[src/rtl/rom_port_arbiter.sv]
// rtl/rom_port_arbiter.sv - two-port (fetch/load) arbiter and byte sequencer for the boot ROM
module rom_port_arbiter #(
    parameter int ADDRESS_WIDTH = 8
) (
    input  logic                     clk,
    input  logic                     reset,
    output logic [ADDRESS_WIDTH-1:0] rom_addr,
    input  logic [7:0]               rom_data,
    input  logic                     i_req,
    input  logic [ADDRESS_WIDTH-1:0] i_addr,
    output logic                     i_gnt,
    output logic                     i_valid,
    output logic [31:0]              i_data,
    input  logic                     d_req,
    input  logic [ADDRESS_WIDTH-1:0] d_addr,
    input  logic [1:0]               d_size,
    output logic                     d_gnt,
    output logic                     d_valid,
    output logic [31:0]              d_data
);

    typedef enum logic [1:0] {IDLE, READ, DONE} state_t;

    state_t                   state;
    state_t                   state_next;
    logic [ADDRESS_WIDTH-1:0] base;
    logic [1:0]               cnt;
    logic [1:0]               last_idx;
    logic                     owner_d;
    logic                     last_d;
    logic [31:0]              asm_word;
    logic [31:0]              asm_next;
    logic [31:0]              i_word;
    logic [31:0]              d_word;
    logic                     grant_i;
    logic                     grant_d;
    logic [1:0]               d_last_idx;

    // Index of the final byte lane: byte=0, half=1, word (2 or 3)=3.
    always_comb begin
        d_last_idx = 2'd3;
        case (d_size)
            2'd0:    d_last_idx = 2'd0;
            2'd1:    d_last_idx = 2'd1;
            default: d_last_idx = 2'd3;
        endcase
    end

    // On a tie, the port that did not own the previous grant wins.
    always_comb begin
        grant_i    = 1'b0;
        grant_d    = 1'b0;
        state_next = state;
        case (state)
            IDLE: begin
                if (!reset) begin
                    if (i_req && (!d_req || last_d)) begin
                        grant_i = 1'b1;
                    end else if (d_req) begin
                        grant_d = 1'b1;
                    end
                end
                if (grant_i || grant_d) begin
                    state_next = READ;
                end
            end
            READ: begin
                if (cnt == last_idx) begin
                    state_next = DONE;
                end
            end
            DONE:    state_next = IDLE;
            default: state_next = IDLE;
        endcase
    end

    always_comb begin
        asm_next                   = asm_word;
        asm_next[{cnt, 3'b000} +: 8] = rom_data;
    end

    assign i_gnt    = grant_i;
    assign d_gnt    = grant_d;
    assign i_valid  = (state == DONE) && !owner_d;
    assign d_valid  = (state == DONE) && owner_d;
    assign i_data   = i_word;
    assign d_data   = d_word;
    assign rom_addr = (state == READ) ? base + ADDRESS_WIDTH'(cnt) : '0;

    always_ff @(posedge clk) begin
        if (reset) begin
            state    <= IDLE;
            base     <= '0;
            cnt      <= 2'd0;
            last_idx <= 2'd0;
            owner_d  <= 1'b0;
            last_d   <= 1'b1;
            asm_word <= 32'd0;
            i_word   <= 32'd0;
            d_word   <= 32'd0;
        end else begin
            state <= state_next;
            case (state)
                IDLE: begin
                    if (grant_i || grant_d) begin
                        base     <= grant_i ? i_addr : d_addr;
                        last_idx <= grant_i ? 2'd3 : d_last_idx;
                        owner_d  <= grant_d;
                        last_d   <= grant_d;
                        cnt      <= 2'd0;
                        asm_word <= 32'd0;
                    end
                end
                READ: begin
                    asm_word <= asm_next;
                    cnt      <= cnt + 2'd1;
                    // Result registers are loaded with the final byte so they hold until the next completion.
                    if (cnt == last_idx) begin
                        if (owner_d) begin
                            d_word <= asm_next;
                        end else begin
                            i_word <= asm_next;
                        end
                    end
                end
                default: ;
            endcase
        end
    end

endmodule

[config.mk]
export PLATFORM = sky130hd
export DESIGN_NAME = rom_port_arbiter
export DESIGN_NICKNAME = d
export VERILOG_FILES = /design/src/rtl/rom_port_arbiter.sv
export SDC_FILE = /design/constraint.sdc
export NUM_CORES = 1
export LEC_CHECK = 0
export BUFFER_PORTS_ARGS = -buffer_cell sky130_fd_sc_hd__buf_2
export CORE_MARGIN = 5
export CORE_UTILIZATION = 55
export CTS_CLUSTER_DIAMETER = 150
export CTS_CLUSTER_SIZE = 12
export DETAILED_ROUTE_END_ITERATION = 16
export GPL_TIMING_DRIVEN = 0
export PLACE_DENSITY = 0.9
export SYNTH_ARGS = -nofsm -noshare
export SYNTH_HDL_FRONTEND = slang
export SYNTH_SLANG_ARGS = --single-unit
[constraint.sdc]
create_clock -name clk -period 2.7 [get_ports clk]
set_clock_uncertainty 0.05 [all_clocks]
set_input_delay 0.54 -clock clk [delete_from_list [all_inputs] [get_ports clk]]
set_output_delay 0.54 -clock clk [all_outputs]
set_load 0.02 [all_outputs]
==> Word level (Yosys, flattened, before mapping) <==
Cells that the tools add are included.
{ "op_classes": {"n_addsub": 3, "eq_ne": 7, "shift": 2, "muxes": 21, "bitwise_logic": 1, "reduce_logical": 16} }
{ "ops": {"columns": ["op", "n"], "rows": [
  ["32-bit case mux with 2 select lines", 1],
  ["32-bit bitwise mux", 1],
  ["32-bit 2-to-1 mux", 1],
  ["8-bit by 7-bit variable shift with 32-bit output (first input constant)", 1],
  ["8-bit by 7-bit indexed part select with 32-bit output", 1],
  ["8-bit 2-to-1 mux", 2],
  ["2-bit case mux with 2 select lines", 3],
  ["1-bit 2-to-1 mux", 9],
  ["8-bit by 2-bit adder with 8-bit output", 1],
  ["2-bit 2-to-1 mux", 4],
  ["5-bit negator with 7-bit output", 1],
  ["2-bit != test (second input constant)", 3],
  ["2-bit AND reduction", 3],
  ["3-bit AND reduction", 2],
  ["2-bit by 1-bit == test with 1-bit output (second input constant)", 2],
  ["2-bit zero test", 2],
  ["1-bit logical AND", 3],
  ["1-bit logical OR", 3],
  ["2-bit by 1-bit adder with 2-bit output (second input constant)", 1],
  ["2-bit == test", 1],
  ["2-bit == test (second input constant)", 1],
  ["1-bit zero test", 2],
  ["2-bit nonzero test", 1],
  ["1-bit inverter", 1]
]} }
{ "word_totals": {"reg_bits": 112, "input_bits": 30, "output_inout_bits": 76, "elab_cells": 59} }

==> Longest topological paths before layout <==
{ "logic_depth": {"ltp_word": 10, "depth_mapped": 8, "mapped_depth_nobuf": 5} }

==> Worst setup path before layout <==
Ideal clock, no wire load.
{ "synth_path": {"kind": "register -> output", "from": "reg cnt[1]", "to": "out rom_addr[7]", "arrival_ps": 1593, "required_time_ps": 2110, "setup_slack_ps": 517, "path_stages_with_launch": 5, "n_path_buf": 0, "cell_sequence": "dfxtp_1 -> ha_1 -> a21oi_1 -> or4_1 -> a21oi_1"} }
{ "synth_between": {"elab_chain_len": 2} }
{ "synth_rtl": {"columns": ["element", "line", "source"], "rows": [
  ["start, declared", "27", "logic [1:0] cnt;"],
  ["start signal, assigned", "116", "cnt <= cnt + 2'd1;"],
  ["8-bit by 2-bit adder with 8-bit output", "88", "assign rom_addr = (state == READ) ? base + ADDRESS_WIDTH'(cnt) : '0;"],
  ["8-bit 2-to-1 mux", "88", null],
  ["end, declared", "7", "output logic [ADDRESS_WIDTH-1:0] rom_addr,"]
]} }
Every way passes these cells.

==> Final worst setup path <==
Ends and elaborated chain as after synthesis.

==> metrics.txt <==
# TYPE chip_impl_metric gauge
chip_impl_info{name="outcome",value="finished, final reports clean"} 1
chip_impl_metric{name="path_clk_slew",unit="ns"} 0.11
chip_impl_metric{name="post_synth.cell_area_avg",unit="sq um"} 9.772
chip_impl_info{name="critical_path.top_delay_family",value="simple AND/OR/NAND/NOR gates"} 1
chip_impl_info{name="yosys-top-cells-area",value="sky130_fd_sc_hd__dfxtp_1 44%, sky130_fd_sc_hd__a31oi_1 11%, sky130_fd_sc_hd__a211oi_2 7.4%, sky130_fd_sc_hd__a211oi_1 5.2%, sky130_fd_sc_hd__o2bb2ai_1 4.8%"} 1
chip_impl_metric{name="design_power_total",unit="mW"} 3.986
chip_impl_info{name="cp-end-kind",value="output pin"} 1
chip_impl_metric{name="grt_start_max_net_pins",unit=""} 20
chip_impl_metric{name="dr_wl_met3",unit="um"} 1391
chip_impl_metric{name="cp_data_required_time",unit="ns"} 2.11
chip_impl_metric{name="yosys.cell_types.count",unit=""} 49
chip_impl_info{name="timing.critical_path.mode_cell",value="sky130_fd_sc_hd__a21oi_1"} 1
chip_impl_metric{name="drc_violation_total_after_the_first_tritonroute_iteration",unit=""} 506
chip_impl_info{name="hold_path_class",value="input pin to register"} 1
chip_impl_metric{name="vias_after_detailed_routing",unit=""} 4990
chip_impl_metric{name="gp_routability_congestion",unit=""} 0.9312
chip_impl_metric{name="crit_path_max_incr_delay",unit="ns"} 0.49
chip_impl_metric{name="post-route-period-util",unit=""} 0.9573
chip_impl_metric{name="antenna_found_initial",unit=""} 0
chip_impl_metric{name="grt_overflow",unit=""} 0
chip_impl_metric{name="remaining_drc_errors",unit=""} 0
chip_impl_metric{name="drt-total-wl",unit="um"} 15710
chip_impl_metric{name="crit_arrival",unit="ns"} 1.99
chip_impl_metric{name="drt.antenna.violating_nets",unit=""} 0
chip_impl_metric{name="syn_to_final_growth",unit="%"} 17.84
chip_impl_info{name="synth_common_cells",value="112 x sky130_fd_sc_hd__dfxtp_1, 90 x sky130_fd_sc_hd__a31oi_1, 35 x sky130_fd_sc_hd__a211oi_1"} 1
chip_impl_metric{name="numClockSinks",unit=""} 112
chip_impl_metric{name="clock_tree.buffer_depth",unit=""} 2
chip_impl_metric{name="async_reset_ff_frac",unit=""} 0
chip_impl_metric{name="ir_drop",unit="mV"} 0.3406
chip_impl_metric{name="grt_pass1_wl",unit="um"} 24920
chip_impl_metric{name="syn_inst",unit=""} 521
chip_impl_metric{name="clock_insertion_delay_worst_skew",unit="ns"} 0.38
chip_impl_metric{name="share_of_the_yosys_chip_area_belonging_to_registers",unit=""} 0.4404
chip_impl_metric{name="p_clk_frac",unit=""} 0.286
chip_impl_metric{name="fin_tns_setup",unit="ns"} 0
chip_impl_metric{name="drive_gt1_frac",unit=""} 0.2980
chip_impl_metric{name="port_buffers",unit=""} 104
chip_impl_metric{name="core_area",unit="sq mm"} 0.009153
chip_impl_metric{name="number_of_global_route_vias_before_repair",unit=""} 4935
chip_impl_metric{name="worstMarginPinSlew",unit="ns"} 0.7413
chip_impl_metric{name="ys_seq_elements",unit=""} 112
chip_impl_metric{name="avgViaCountPerCell",unit=""} 6.636
chip_impl_info{name="yosysMostFrequentCell",value="sky130_fd_sc_hd__dfxtp_1"} 1
chip_impl_metric{name="die_height",unit="um"} 106.2
chip_impl_metric{name="post_cts_hold_buffer_count",unit=""} 0
chip_impl_metric{name="seq_power_share",unit=""} 0.463
chip_impl_metric{name="design.die.area",unit="sq mm"} 0.01128
chip_impl_metric{name="syn-cell-area",unit="sq mm"} 0.005091
chip_impl_metric{name="antenna-diode-count",unit=""} 0
chip_impl_metric{name="power.share.combinational",unit=""} 0.251
chip_impl_info{name="clock_tree.root_cell",value="sky130_fd_sc_hd__clkbuf_8"} 1
chip_impl_info{name="synth-main-ff-cell",value="sky130_fd_sc_hd__dfxtp_1"} 1
chip_impl_metric{name="timing.final.hold_violations",unit=""} 0
chip_impl_metric{name="final.min_clock_period",unit="ns"} 2.585
chip_impl_metric{name="number_of_primary_i_o_pins",unit=""} 106
chip_impl_metric{name="dp.cells",unit=""} 736
chip_impl_metric{name="slew_violations",unit=""} 0
chip_impl_metric{name="timing.critical_path.buf_inv",unit=""} 1
chip_impl_metric{name="final_core_util",unit=""} 0.6555
chip_impl_info{name="crit_path_start_kind",value="register"} 1
chip_impl_info{name="rsz0062_at_grt",value="false"} 1
chip_impl_metric{name="rows",unit=""} 35
chip_impl_metric{name="max_freq",unit="MHz"} 386.9
chip_impl_metric{name="timing.max_slew.rel_slack",unit=""} 0.5058
chip_impl_metric{name="drt-met1-wl",unit="um"} 6371
chip_impl_info{name="highest_layer",value="met4"} 1
chip_impl_metric{name="grt_usage",unit=""} 0.2754
chip_impl_metric{name="die-width",unit="um"} 106.2
chip_impl_metric{name="static-leakage-power",unit="nW"} 2.246
chip_impl_metric{name="synth-warning-count",unit=""} 0
chip_impl_info{name="crit_path_top_delay_cell",value="sky130_fd_sc_hd__or4_1"} 1
chip_impl_metric{name="drt_pass1_iterations",unit=""} 8
chip_impl_metric{name="max_cap_violations",unit=""} 0
chip_impl_info{name="tritoncts",value="yes"} 1
chip_impl_info{name="synth_largest_area_cell",value="sky130_fd_sc_hd__dfxtp_1"} 1
chip_impl_metric{name="layoutNonFillerInstCount",unit=""} 752
chip_impl_metric{name="synth_edf_count",unit=""} 0
chip_impl_metric{name="post-dp-hpwl",unit="um"} 11360
chip_impl_metric{name="num-nets-final",unit=""} 674
chip_impl_metric{name="power.internal",unit="mW"} 2.621
chip_impl_metric{name="route.met2.wl",unit="um"} 7249
chip_impl_metric{name="switching_power",unit="mW"} 1.365
chip_impl_metric{name="postSynthNetCount",unit=""} 559
chip_impl_metric{name="level_count_of_the_clock_h_tree",unit=""} 3
chip_impl_metric{name="synth_top_cell_area_share",unit=""} 0.4404
chip_impl_metric{name="setup_violations",unit=""} 0
chip_impl_metric{name="floorplan.initialDensity",unit=""} 0.5563
chip_impl_info{name="timing.critical_path.cells",value="ha_1 > a21oi_1 > or4_1 > a21oi_1 > buf_2"} 1
chip_impl_metric{name="route.detailed.wl_per_inst",unit="um"} 20.89
chip_impl_metric{name="cellPowerDensity",unit="mW/mm^2"} 664.4
chip_impl_metric{name="switching_share",unit=""} 0.3424
chip_impl_metric{name="clock_buffers_created_by_tritoncts",unit=""} 9
chip_impl_metric{name="crit_fanout",unit=""} 7
chip_impl_info{name="timing_worst_setup_path_type",value="register to output pin"} 1
[registers in the layout, summed over array words and instances (netlist names)]
register,cells
asm_word,32
d_data,32
i_data,32
base,8
cnt,2
last_idx,2
state,2
last_d,1
owner_d,1
[worst register-to-register path, stage by stage, from the launching register on]
cell	delay (ns)
sky130_fd_sc_hd__dfxtp_2	0.36
sky130_fd_sc_hd__clkbuf_4	0.20
sky130_fd_sc_hd__clkinv_2	0.16
sky130_fd_sc_hd__ha_1	0.22
sky130_fd_sc_hd__clkbuf_1	0.46
sky130_fd_sc_hd__and3b_1	0.31
sky130_fd_sc_hd__a31oi_1	0.50
sky130_fd_sc_hd__a211oi_2	0.16
[logic make-up (layout without fill, tap and decap cells)]
group | after synthesis | in the layout | synth area share
fa+ha+maj | 8 | 8 | 0.02113
simple gates | 87 | 87 | 0.1086
buf+inv | 76 | 196 | 0.06537
flops | 112 | 112 | 0.4404
xor+xnor | 4 | 4 | 0.008358
mux | 4 | 4 | 0.007865
compound gates | 230 | 230 | 0.3482
[metal layers]
layer / up-vias / GRT usage
met3: 72 / 0.05343
met5: - / 0
li1: 2259 / -
met4: 0 / 0.1249
met2: 296 / 0.4416
met1: 2363 / 0.3589
[cell usage in the layout, fill, tap and decap left out, types with 2 or more instances in the layout]
master                      count
sky130_fd_sc_hd__bufinv_16      2
sky130_fd_sc_hd__or4_1          2
sky130_fd_sc_hd__nor2_1         7
sky130_fd_sc_hd__and3b_1        3
sky130_fd_sc_hd__nand2b_1       3
sky130_fd_sc_hd__a32oi_1        9
sky130_fd_sc_hd__nand2_1        5
sky130_fd_sc_hd__a31oi_1       90
sky130_fd_sc_hd__dfxtp_1      110
sky130_fd_sc_hd__nand3_1       13
sky130_fd_sc_hd__a211oi_1      35
sky130_fd_sc_hd__mux2i_1        4
sky130_fd_sc_hd__o2bb2ai_1     28
sky130_fd_sc_hd__nor3b_2        2
sky130_fd_sc_hd__dfxtp_2        2
sky130_fd_sc_hd__and3_1         3
sky130_fd_sc_hd__a211oi_2      30
sky130_fd_sc_hd__clkbuf_8       9
sky130_fd_sc_hd__clkbuf_1      33
sky130_fd_sc_hd__a22oi_1        2
sky130_fd_sc_hd__buf_2        124
sky130_fd_sc_hd__buf_4          4
sky130_fd_sc_hd__o31ai_1        3
sky130_fd_sc_hd__ha_1           7
sky130_fd_sc_hd__a41o_1         2
sky130_fd_sc_hd__xnor2_1        2
sky130_fd_sc_hd__nor2b_1       28
sky130_fd_sc_hd__o32ai_1        4
sky130_fd_sc_hd__clkinv_2       2
sky130_fd_sc_hd__inv_1         15
sky130_fd_sc_hd__inv_6          2
sky130_fd_sc_hd__nand4_1        7
sky130_fd_sc_hd__a21oi_1       12
sky130_fd_sc_hd__or3_1          3
sky130_fd_sc_hd__o21ai_0       10
[area by class of cell]
type / instances / area (sq um)
Fill cell: 724 / 3153
Clock buffer: 9 / 123.9
Sequential cell: 112 / 2245
Multi-Input combinational cell: 333 / 2531
Tap cell: 111 / 138.9
Buffer: 60 / 277.8
Clock inverter: 7 / 101.3
Inverter: 16 / 61.31
Timing Repair Buffer: 104 / 520.5
[power groups by stage]
stage	combinational (mW)	clock [mW]	sequential, mW
finish	1.00	1.14	1.85
global route	1.07	1.20	1.86
CTS	0.979	1.13	1.85
global placement	0.930	0	1.88
floorplan	0.561	0	1.97
detailed placement	0.973	0	1.88
[stage by stage]
stage,hold WS (ns),setup WS (ns),cell area (sq um)
after floorplan,0.3747,0.5173,5091
after global placement,0.3858,0.08101,5751
after detailed placement,0.3917,-0.05281,5751
after CTS,0.3707,0.03060,5983
after global routing,0.3923,0.003251,6000
final,0.3708,0.1152,6000
[repair_timing]
action                     in CTS  in global routing
setup endpoints to repair      19                 35
resized for setup               2                  7
setup buffers                   0                  0
[path summary, 6_finish.rpt]
| kind | startpoint | to | slack [ns] | depth (start not counted) |
|---|---|---|---|---|
| worst max-delay path | cnt[1] | rom_addr[7] | 0.12 | 5 |
| worst min-delay path | d_addr[6] | base[6] | 0.37 | 3 |
| worst max register to register | cnt[0] | d_data[10] | 0.13 | 7 |
| worst min register to register | asm_word[13] | asm_word[13] | 0.42 | 1 |
Power figures use the tool's default switching activity.
